## src/rtl/mem_arbiter.sv

```systemverilog
// mem_arbiter: shares one single-port unified memory between IF and DM.
// Optional build macro MEM_ARB_ROUND_ROBIN_EN alternates the winner on ties.
module mem_arbiter #(
    parameter int ADDR_W  = 32,
    parameter int DATA_W  = 32,
    parameter int MEM_LAT = 2
) (
    input  logic              CLK,
    input  logic              nRST,
    input  logic              if_req,
    input  logic [ADDR_W-1:0] if_addr,
    output logic              if_gnt,
    output logic              if_done,
    output logic [DATA_W-1:0] if_rdata,
    input  logic              dm_req,
    input  logic              dm_we,
    input  logic [ADDR_W-1:0] dm_addr,
    input  logic [DATA_W-1:0] dm_wdata,
    output logic              dm_gnt,
    output logic              dm_done,
    output logic [DATA_W-1:0] dm_rdata,
    output logic [ADDR_W-1:0] mem_addr,
    output logic [DATA_W-1:0] mem_wdata,
    output logic              mem_nRD,
    output logic              mem_nWR,
    input  logic [DATA_W-1:0] mem_rdata,
    output logic              busy
);

    typedef enum logic [1:0] {IDLE, ACCESS, RESP} state_t;

    localparam logic [3:0] CNT_INIT = 4'(MEM_LAT - 1);

    state_t     state;
    logic [3:0] cnt;
    logic       owner_dm;
    logic       op_wr;
    logic       last_owner;
    logic       prio_dm;
    logic       pick_dm;
    logic       pick_wr;

`ifdef MEM_ARB_ROUND_ROBIN_EN
    assign prio_dm = ~last_owner;
`else
    // last_owner is still tracked, but DM always wins a tie here
    assign prio_dm = last_owner | 1'b1;
`endif

    assign pick_dm = dm_req & (~if_req | prio_dm);
    assign pick_wr = pick_dm & dm_we;

    always_ff @(posedge CLK or negedge nRST) begin
        if (!nRST) begin
            state      <= IDLE;
            cnt        <= '0;
            owner_dm   <= 1'b0;
            op_wr      <= 1'b0;
            last_owner <= 1'b1;
            if_gnt     <= 1'b0;
            dm_gnt     <= 1'b0;
            if_done    <= 1'b0;
            dm_done    <= 1'b0;
            busy       <= 1'b0;
            mem_nRD    <= 1'b1;
            mem_nWR    <= 1'b1;
            mem_addr   <= '0;
            mem_wdata  <= '0;
            if_rdata   <= '0;
            dm_rdata   <= '0;
        end else begin
            unique case (state)
                IDLE: begin
                    if (if_req || dm_req) begin
                        owner_dm   <= pick_dm;
                        last_owner <= pick_dm;
                        op_wr      <= pick_wr;
                        mem_addr   <= pick_dm ? dm_addr : if_addr;
                        if (pick_wr)
                            mem_wdata <= dm_wdata;
                        cnt     <= CNT_INIT;
                        if_gnt  <= ~pick_dm;
                        dm_gnt  <= pick_dm;
                        busy    <= 1'b1;
                        mem_nRD <= pick_wr;
                        mem_nWR <= ~pick_wr;
                        state   <= ACCESS;
                    end
                end
                ACCESS: begin
                    if (cnt == 4'd0) begin
                        if (!op_wr) begin
                            if (owner_dm)
                                dm_rdata <= mem_rdata;
                            else
                                if_rdata <= mem_rdata;
                        end
                        if_gnt  <= 1'b0;
                        dm_gnt  <= 1'b0;
                        mem_nRD <= 1'b1;
                        mem_nWR <= 1'b1;
                        if_done <= ~owner_dm;
                        dm_done <= owner_dm;
                        state   <= RESP;
                    end else begin
                        cnt <= cnt - 4'd1;
                    end
                end
                RESP: begin
                    if_done <= 1'b0;
                    dm_done <= 1'b0;
                    busy    <= 1'b0;
                    state   <= IDLE;
                end
                default: state <= IDLE;
            endcase
        end
    end

endmodule

```

## config.mk

```make
export PLATFORM = sky130hd
export DESIGN_NAME = mem_arbiter
export DESIGN_NICKNAME = d
export VERILOG_FILES = /design/src/rtl/mem_arbiter.sv
export SDC_FILE = /design/constraint.sdc
export NUM_CORES = 1
export LEC_CHECK = 0
export CORE_MARGIN = 3
export CORE_UTILIZATION = 38
export CTS_CLUSTER_DIAMETER = 30
export CTS_CLUSTER_SIZE = 25
export DETAILED_ROUTE_END_ITERATION = 8
export GPL_TIMING_DRIVEN = 0
export HOLD_SLACK_MARGIN = 0.06
export PLACE_DENSITY = 0.85
export SYNTH_ARGS = -nofsm -noshare
export SYNTH_HDL_FRONTEND = slang
export SYNTH_SLANG_ARGS = --single-unit
export TNS_END_PERCENT = 10
```

## constraint.sdc

```tcl
create_clock -name CLK -period 2.1 [get_ports CLK]
set_input_delay 0.42 -clock CLK [delete_from_list [all_inputs] [get_ports CLK]]
set_output_delay 0.42 -clock CLK [all_outputs]
set_load 0.005 [all_outputs]
```

==> results of run 1 <==
tightest hold or removal path, cell delays in order (launching register included):
cell	delay, ns
dfstp_2	0.37
inv_1	0.05
a21oi_1	0.05
cell families after synthesis:
family | count (synthesis) | synth area share (%)
AO/OA/AOI/OAI | 79 | 7.37
multiplexers | 130 | 26.1
adder cells (fa/ha/maj) | 1 | 0.212
flip-flops | 143 | 60.8
XOR/XNOR | 1 | 0.149
AND/OR/NAND/NOR | 26 | 2.42
buffers and inverters | 30 | 2.97
state kept, by name (all words and copies together) (netlist names):
register / cells
cnt: 4
op_wr: 1
mem_nRD: 1
mem_addr: 32
mem_nWR: 1
if_rdata: 32
mem_wdata: 32
owner_dm: 1
dm_rdata: 32
state: 2
if_done: 1
dm_done: 1
busy: 1
if_gnt: 1
dm_gnt: 1
where the power goes:
part,internal [W],switching (W)
Clock,0.00214,0.00116
Combinational,0.00388,0.00194
Sequential,0.00416,0.000804
Total,0.0102,0.00391
what timing repair did:
action | 4_1_cts | 5_1_grt
endpoints found under the setup margin | 107 | 90
gates cloned | 0 | 1
setup buffers | 0 | 3
pin swaps | 0 | 1
resized for setup | 10 | 4
hold buffers | 1 | 0
hold endpoints to repair | 35 | 0
per-layer routing:
layer / vias up / part of all wire (%)
met2: 217 / 51
met4: 0 / 1.5
li1: 2056 / -
met1: 2189 / 37
met5: - / 0
met3: 19 / 10
stage by stage:
step           hold WS, ns  TNS, ns  total power [W]  instances
2_1_floorplan        0.124    -1.55          0.00715        410
3_3_place_gp         0.456  -734.78           0.0105        861
3_5_place_dp         0.469   -53.69           0.0108        862
4_1_cts              0.479    -5.02           0.0142        894
5_1_grt              0.509    -8.29           0.0149        897
6_report             0.477    -5.38           0.0141        897
cell usage in the layout, fill, tap and decap left out, drive strengths merged, types with 7 or more instances in the layout:
cell type,netlist,routed
buf,11,11
clkbuf,15,38
clkdlybuf4s50,0,266
dfrtp,141,141
mux2,96,96
mux2i,34,34
nand2,7,7
o21ai,67,67
area by class of cell:
cell class	instances	share of cell area [%]
inverters	4	0.157
clock inverters	13	2.20
plain buffers	24	1.71
well taps	184	2.41
flip-flops and latches	143	37.5
clock buffers	19	4.63
repair buffers	273	28.9
multi-input cells	237	22.6
path summary, 6_finish.rpt:
path | end | depth (start not counted)
min in group asynchronous | if_rdata[29]$_DFFE_PN0P_ | 2
worst min register to register | mem_nWR$_DFFE_PN1P_ | 2
worst min-delay path | mem_nWR$_DFFE_PN1P_ | 2
worst max register to register | if_rdata[16]$_DFFE_PN0P_ | 6
max in group asynchronous | mem_nRD$_DFFE_PN1P_ | 3
worst max-delay path | if_rdata[16]$_DFFE_PN0P_ | 6
==> results.txt, run 1 <==
status: finished with violations
violated checks: negative setup slack
most frequent cell after synthesis: dfrtp_1
Mapped Avg Cell Area: 14.4 µm²
Max Slew Vio Count: 0
ys flop type: dfrtp_1
timing startpoint of the critical path: cnt[1]$_DFFE_PN0P_
H-tree Lvls: 4
Cell Area, Synth: 0.00589 mm²
GRT met2 Usage: 33.2%
synth warn: 0
critical path's slowest cell: or4_4
worst slew margin relative to its limit: 51.0%
DRC: 0
vias per cell: 5.00
n_diodes: 0
DR WL/cell: 18.0 µm
register area share after synthesis: 60.8%
number of I/O port buffers: 267
R2R Setup Slk: -0.18 ns
final setup margin: -0.182 ns
Async SR Flop Fraction: 100%
Clk Latency, worst-skew pair: 0.41 ns
Synth Register Bits: 143
worst r2r src: cnt[1]$_DFFE_PN0P_
Final Hold Fails: 0
Most Crowded Layer GR: met2
die area: 0.0170 mm²
FF+latch area: 0.00358 mm²
core region area: 0.0149 mm²
nets@finish: 834
post-route cell area: 0.00956 mm²
vias in the first global route: 4837
LEAKAGE: 4.14 nW
RSZ-0062 raised after global routing: true
die height: 130 µm
required time worst endpoint: 2.39 ns
Critical Path AT: 2.57 ns
initial DRC count: 186
Post-Place Worst Slack: -0.845 ns
GP Congestion: 0.767
CP delay by family, top: simple AND/OR/NAND/NOR gates
FMAX: 0.438 GHz
leading area contributor after synthesis: dfrtp_1
met1 Usage GRT: 21.0%
Global Route met3 Usage: 7.28%
crit-path max FO: 5
Layout area overhead: 62.4%
CP Capture Type: register
crit-path cells: inv_2, ha_4, or3b_4, or4_4, clkbuf_16, mux2_4
IO Pins: 268
EDFF count, synth: 0
Post-DP Area: 0.00883 mm²
Synth Net Count: 544
final design utilization: 64.3%
hold crit path type: reg2reg
multi-input logic area: 0.00216 mm²
Max Cap Viol: 0
top post-synthesis cells by count: dfrtp_1, mux2_2, o21ai_0
GRT overflow: 0
Rows: 44
GRT Util Overall: 18.9%
Worst-path clk slew: 0.06 ns
Synth area leaders: dfrtp_1, mux2_2, mux2_4, mux2i_1, o21ai_0
antenna viol nets, final: 0
First-pass DRT Iterations: 4
Slowest Stage Delay on Critical Path: 0.65 ns
Buf+Inv Stages, Crit Path: 2
final setup violation count: 32
crit path time final: 2.28 ns
Mapped Cells: 410
antenna violations before repair: 0
worst-margin pin slew: 0.735 ns
Worst setup SP type: register
Power Density: 1470 mW/mm²
Final Skew: 0.00929 ns
Synth cell types: 35
hpwl dp: 12.2 mm
Clock Path Buffers: 2
global-route wire length before repair: 24.9 mm
CTS Buf Count: 17
via count: 4481
Initial Utilization: 39.6%
Die X: 130 µm
Root Buffer: clkbuf_16
share of cells above drive strength 1: 21.9%
area share of the leading cell type in the synthesized netlist: 59.9%
clk sink count: 143
hold_sp: mem_nWR$_DFFE_PN1P_
CP Class: reg2reg
VDD IR max: 0.652 mV
fillers: 1057
Final period util: 109%
Routed Wire Length: 16.2 mm
CTS tree: yes
largest net degree at the start of global routing: 73
Power figures use the tool's default switching activity.
==> inputs of run 2 (changes only) <==
--- a/config.mk
+++ b/config.mk
@@ -6,13 +6,14 @@
 export NUM_CORES = 1
 export LEC_CHECK = 0
 export CORE_MARGIN = 3
-export CORE_UTILIZATION = 38
+export CORE_UTILIZATION = 39
+export CTS_BUF_LIST = sky130_fd_sc_hd__clkbuf_4
 export CTS_CLUSTER_DIAMETER = 30
 export CTS_CLUSTER_SIZE = 25
 export DETAILED_ROUTE_END_ITERATION = 8
 export GPL_TIMING_DRIVEN = 0
 export HOLD_SLACK_MARGIN = 0.06
-export PLACE_DENSITY = 0.85
+export PLACE_DENSITY = 0.87
 export SYNTH_ARGS = -nofsm -noshare
 export SYNTH_HDL_FRONTEND = slang
 export SYNTH_SLANG_ARGS = --single-unit
==> run 2 against run 1 <==
The flow still finishes with violations (negative setup slack); wire length down 0.59%; setup slack worse by 0.0070 ns; die area down 2.4%; utilization down 1.3 points; final cell count up 0.11%; clock power down 44%; via count up 0.94%; design area down 3.5%; sequential share of layout area up 1.4 points.
==> results.txt, run 2 (synthesis gave the netlist of run 1 again) <==
Max Cap Viol: 0 (unchanged)
share of cells above drive strength 1: 21.4% (-0.45 points)
Rows: 44 (unchanged)
vias per cell: 5.04 (+0.82%)
Sequential Power Share: 39.0% (+3.8 points)
CP Capture Type: register
GP Congestion: 0.780 (+1.7%)
critical path's slowest cell: or4_4
initial DRC count: 240 (+29%)
post-route cell area: 0.00923 mm² (-3.5%)
final design utilization: 63.0% (-1.3 points)
Clk Latency, worst-skew pair: 0.51 ns (+0.10 ns)
clock power share: 14.7% (-8.8 points)
crit-path max FO: 6 (+1)
clk sink count: 143 (unchanged)
GRT Util Overall: 19.5% (+0.64 points)
Die X: 129 µm (-1.2%)
Buf+Inv Stages, Crit Path: 3 (+1)
die area: 0.0166 mm² (-2.4%)
Crit path depth: 7 (+1)
Critical Path AT: 2.68 ns (+0.11 ns)
most frequent cells in the layout: clkdlybuf4s50_1, dfrtp_1, mux2_2, o21ai_0, mux2i_1
CTS Buf Count: 17 (unchanged)
antenna viol nets, final: 0 (unchanged)
nets@finish: 837 (+0.36%)
die height: 129 µm (-1.2%)
crit path time final: 2.29 ns (+0.00696 ns)
Power Density: 1370 mW/mm² (-6.8%)
worst slew margin relative to its limit: 49.0% (-2.0 points)
Max Slew Vio Count: 0 (unchanged)
worst-margin pin slew: 0.765 ns (+0.0294 ns)
post-layout total power: 0.0127 W (-10%)
DR WL/cell: 17.9 µm (-0.70%)
H-tree Lvls: 4 (unchanged)
Root Buffer: clkbuf_4
n_diodes: 0 (unchanged)
violated checks: negative setup slack
hpwl dp: 12.1 mm (-0.20%)
global-route wire length before repair: 25.4 mm (+1.9%)
core region area: 0.0146 mm² (-1.5%)
required time worst endpoint: 2.50 ns (+0.11 ns)
Routed Wire Length: 16.1 mm (-0.59%)
Hold WS: 0.381 ns (-0.0959 ns)
Final period util: 109% (+0.33 points)
Post-Place Worst Slack: -0.880 ns (-0.0358 ns)
Final Skew: 0.0243 ns (+0.0150 ns)
Slowest Stage Delay on Critical Path: 0.52 ns (-0.13 ns)
largest net degree at the start of global routing: 103 (+41%)
hold crit path type: in2async
final setup violation count: 32 (unchanged)
Post-DP Area: 0.00883 mm² (unchanged)
final setup margin: -0.189 ns (-0.00696 ns)
Worst setup SP type: register
switching pwr: 0.00371 W (-4.9%)
CTS tree: yes
status: finished with violations
R2R depth: 7 (+1)
Combinational Power Share: 46.4% (+5.1 points)
FMAX: 0.437 GHz (-0.30%)
First-pass DRT Iterations: 4 (unchanged)
number of I/O port buffers: 267 (unchanged)
Cell Int Power: 0.00895 W (-12%)
CP delay by family, top: simple AND/OR/NAND/NOR gates
IO Pins: 268 (unchanged)
Initial Utilization: 40.2% (+0.60 points)
Worst-path clk slew: 0.12 ns (+0.06 ns)
VDD IR max: 0.683 mV (+4.6%)
Layout area overhead: 56.7%
Clock Path Buffers: 2 (unchanged)
Sw Ratio: 29.3% (+1.6 points)
DRC: 0 (unchanged)
vias in the first global route: 4939 (+2.1%)
CP Class: reg2reg
Final Hold Fails: 0 (unchanged)
LEAKAGE: 4.01 nW (-3.3%)
via count: 4523 (+0.94%)
crit-path cells: inv_2, ha_4, or3b_4, buf_6, or4_4, clkbuf_16, mux2_4
leading cell type in the layout, fill and taps excluded: clkdlybuf4s50_1
GRT overflow: 0 (unchanged)
RSZ-0062 raised after global routing: true
antenna violations before repair: 0 (unchanged)
run 2: changes by cell type in the layout (fill, tap and decap cells not counted), moves of 2 or more:
| cell | delta |
|---|---|
| clkbuf_16 | -17 |
| clkbuf_4 | +12 |
| buf_4 | +4 |
| clkinv_1 | +3 |
| clkinvlp_4 | -2 |
run 2: area by class of cell:
type / count / area (µm²)
plain buffers: 25 / 165
clock buffers: 17 / 128
clock inverters: 13 / 173
fillers: 1089 / 5420
inverters: 4 / 15.0
multi-input cells: 237 / 2160
flip-flops and latches: 143 / 3580
well taps: 184 / 230
repair buffers: 275 / 2780
run 2: timing repair:
action / in CTS / in global routing
hold buffers: 1 / 0
endpoints found under the setup margin: 90 / 81
pin swaps: 1 / 1
resized for setup: 5 / 10
setup buffers: 3 / 2
endpoints found under the hold margin: 41 / 0
gates cloned: 0 / 1
run 2: power groups by stage:
stage / logic (W) / registers (W) / clock network (W)
5_1_grt: 0.00633 / 0.00511 / 0.00204
6_report: 0.00587 / 0.00494 / 0.00186
3_5_place_dp: 0.00582 / 0.00498 / 0
2_1_floorplan: 0.00218 / 0.00497 / 0
4_1_cts: 0.00589 / 0.00494 / 0.00192
3_3_place_gp: 0.00565 / 0.00488 / 0
run 2: worst paths after layout:
check | from | end | slack [ns]
max | cnt[0]$_DFFE_PN0P_ | if_rdata[8]$_DFFE_PN0P_ | -0.19
min | nRST | dm_rdata[24]$_DFFE_PN0P_ | 0.38
max reg2reg | cnt[0]$_DFFE_PN0P_ | if_rdata[8]$_DFFE_PN0P_ | -0.19
min reg2reg | mem_nWR$_DFFE_PN1P_ | mem_nWR$_DFFE_PN1P_ | 0.47
max in group asynchronous | nRST | mem_nWR$_DFFE_PN1P_ | 0.88
min in group CLK | mem_nWR$_DFFE_PN1P_ | mem_nWR$_DFFE_PN1P_ | 0.47
run 2: per-layer routing:
metal  up-vias  routed length (µm)  track usage, %
met4         0                 330            6.05
met1      2212                6030            22.5
met2       232                8200            33.6
met5         -                   0               0
met3        31                1500            7.68
li1       2048                   -               -
run 2: worst register-to-register path, cell delays in order, from the launching register on:
cell       delay (ns)
dfrtp_1          0.42
inv_2            0.09
ha_4             0.14
or3b_4           0.37
buf_6            0.13
or4_4            0.52
clkbuf_16        0.22
mux2_4           0.29
run 2: stage by stage:
step,instances,setup TNS (ns)
2_1_floorplan,410,-1.55
3_3_place_gp,861,-729.68
3_5_place_dp,862,-55.77
4_1_cts,895,-4.81
5_1_grt,898,-8.23
6_report,898,-5.61
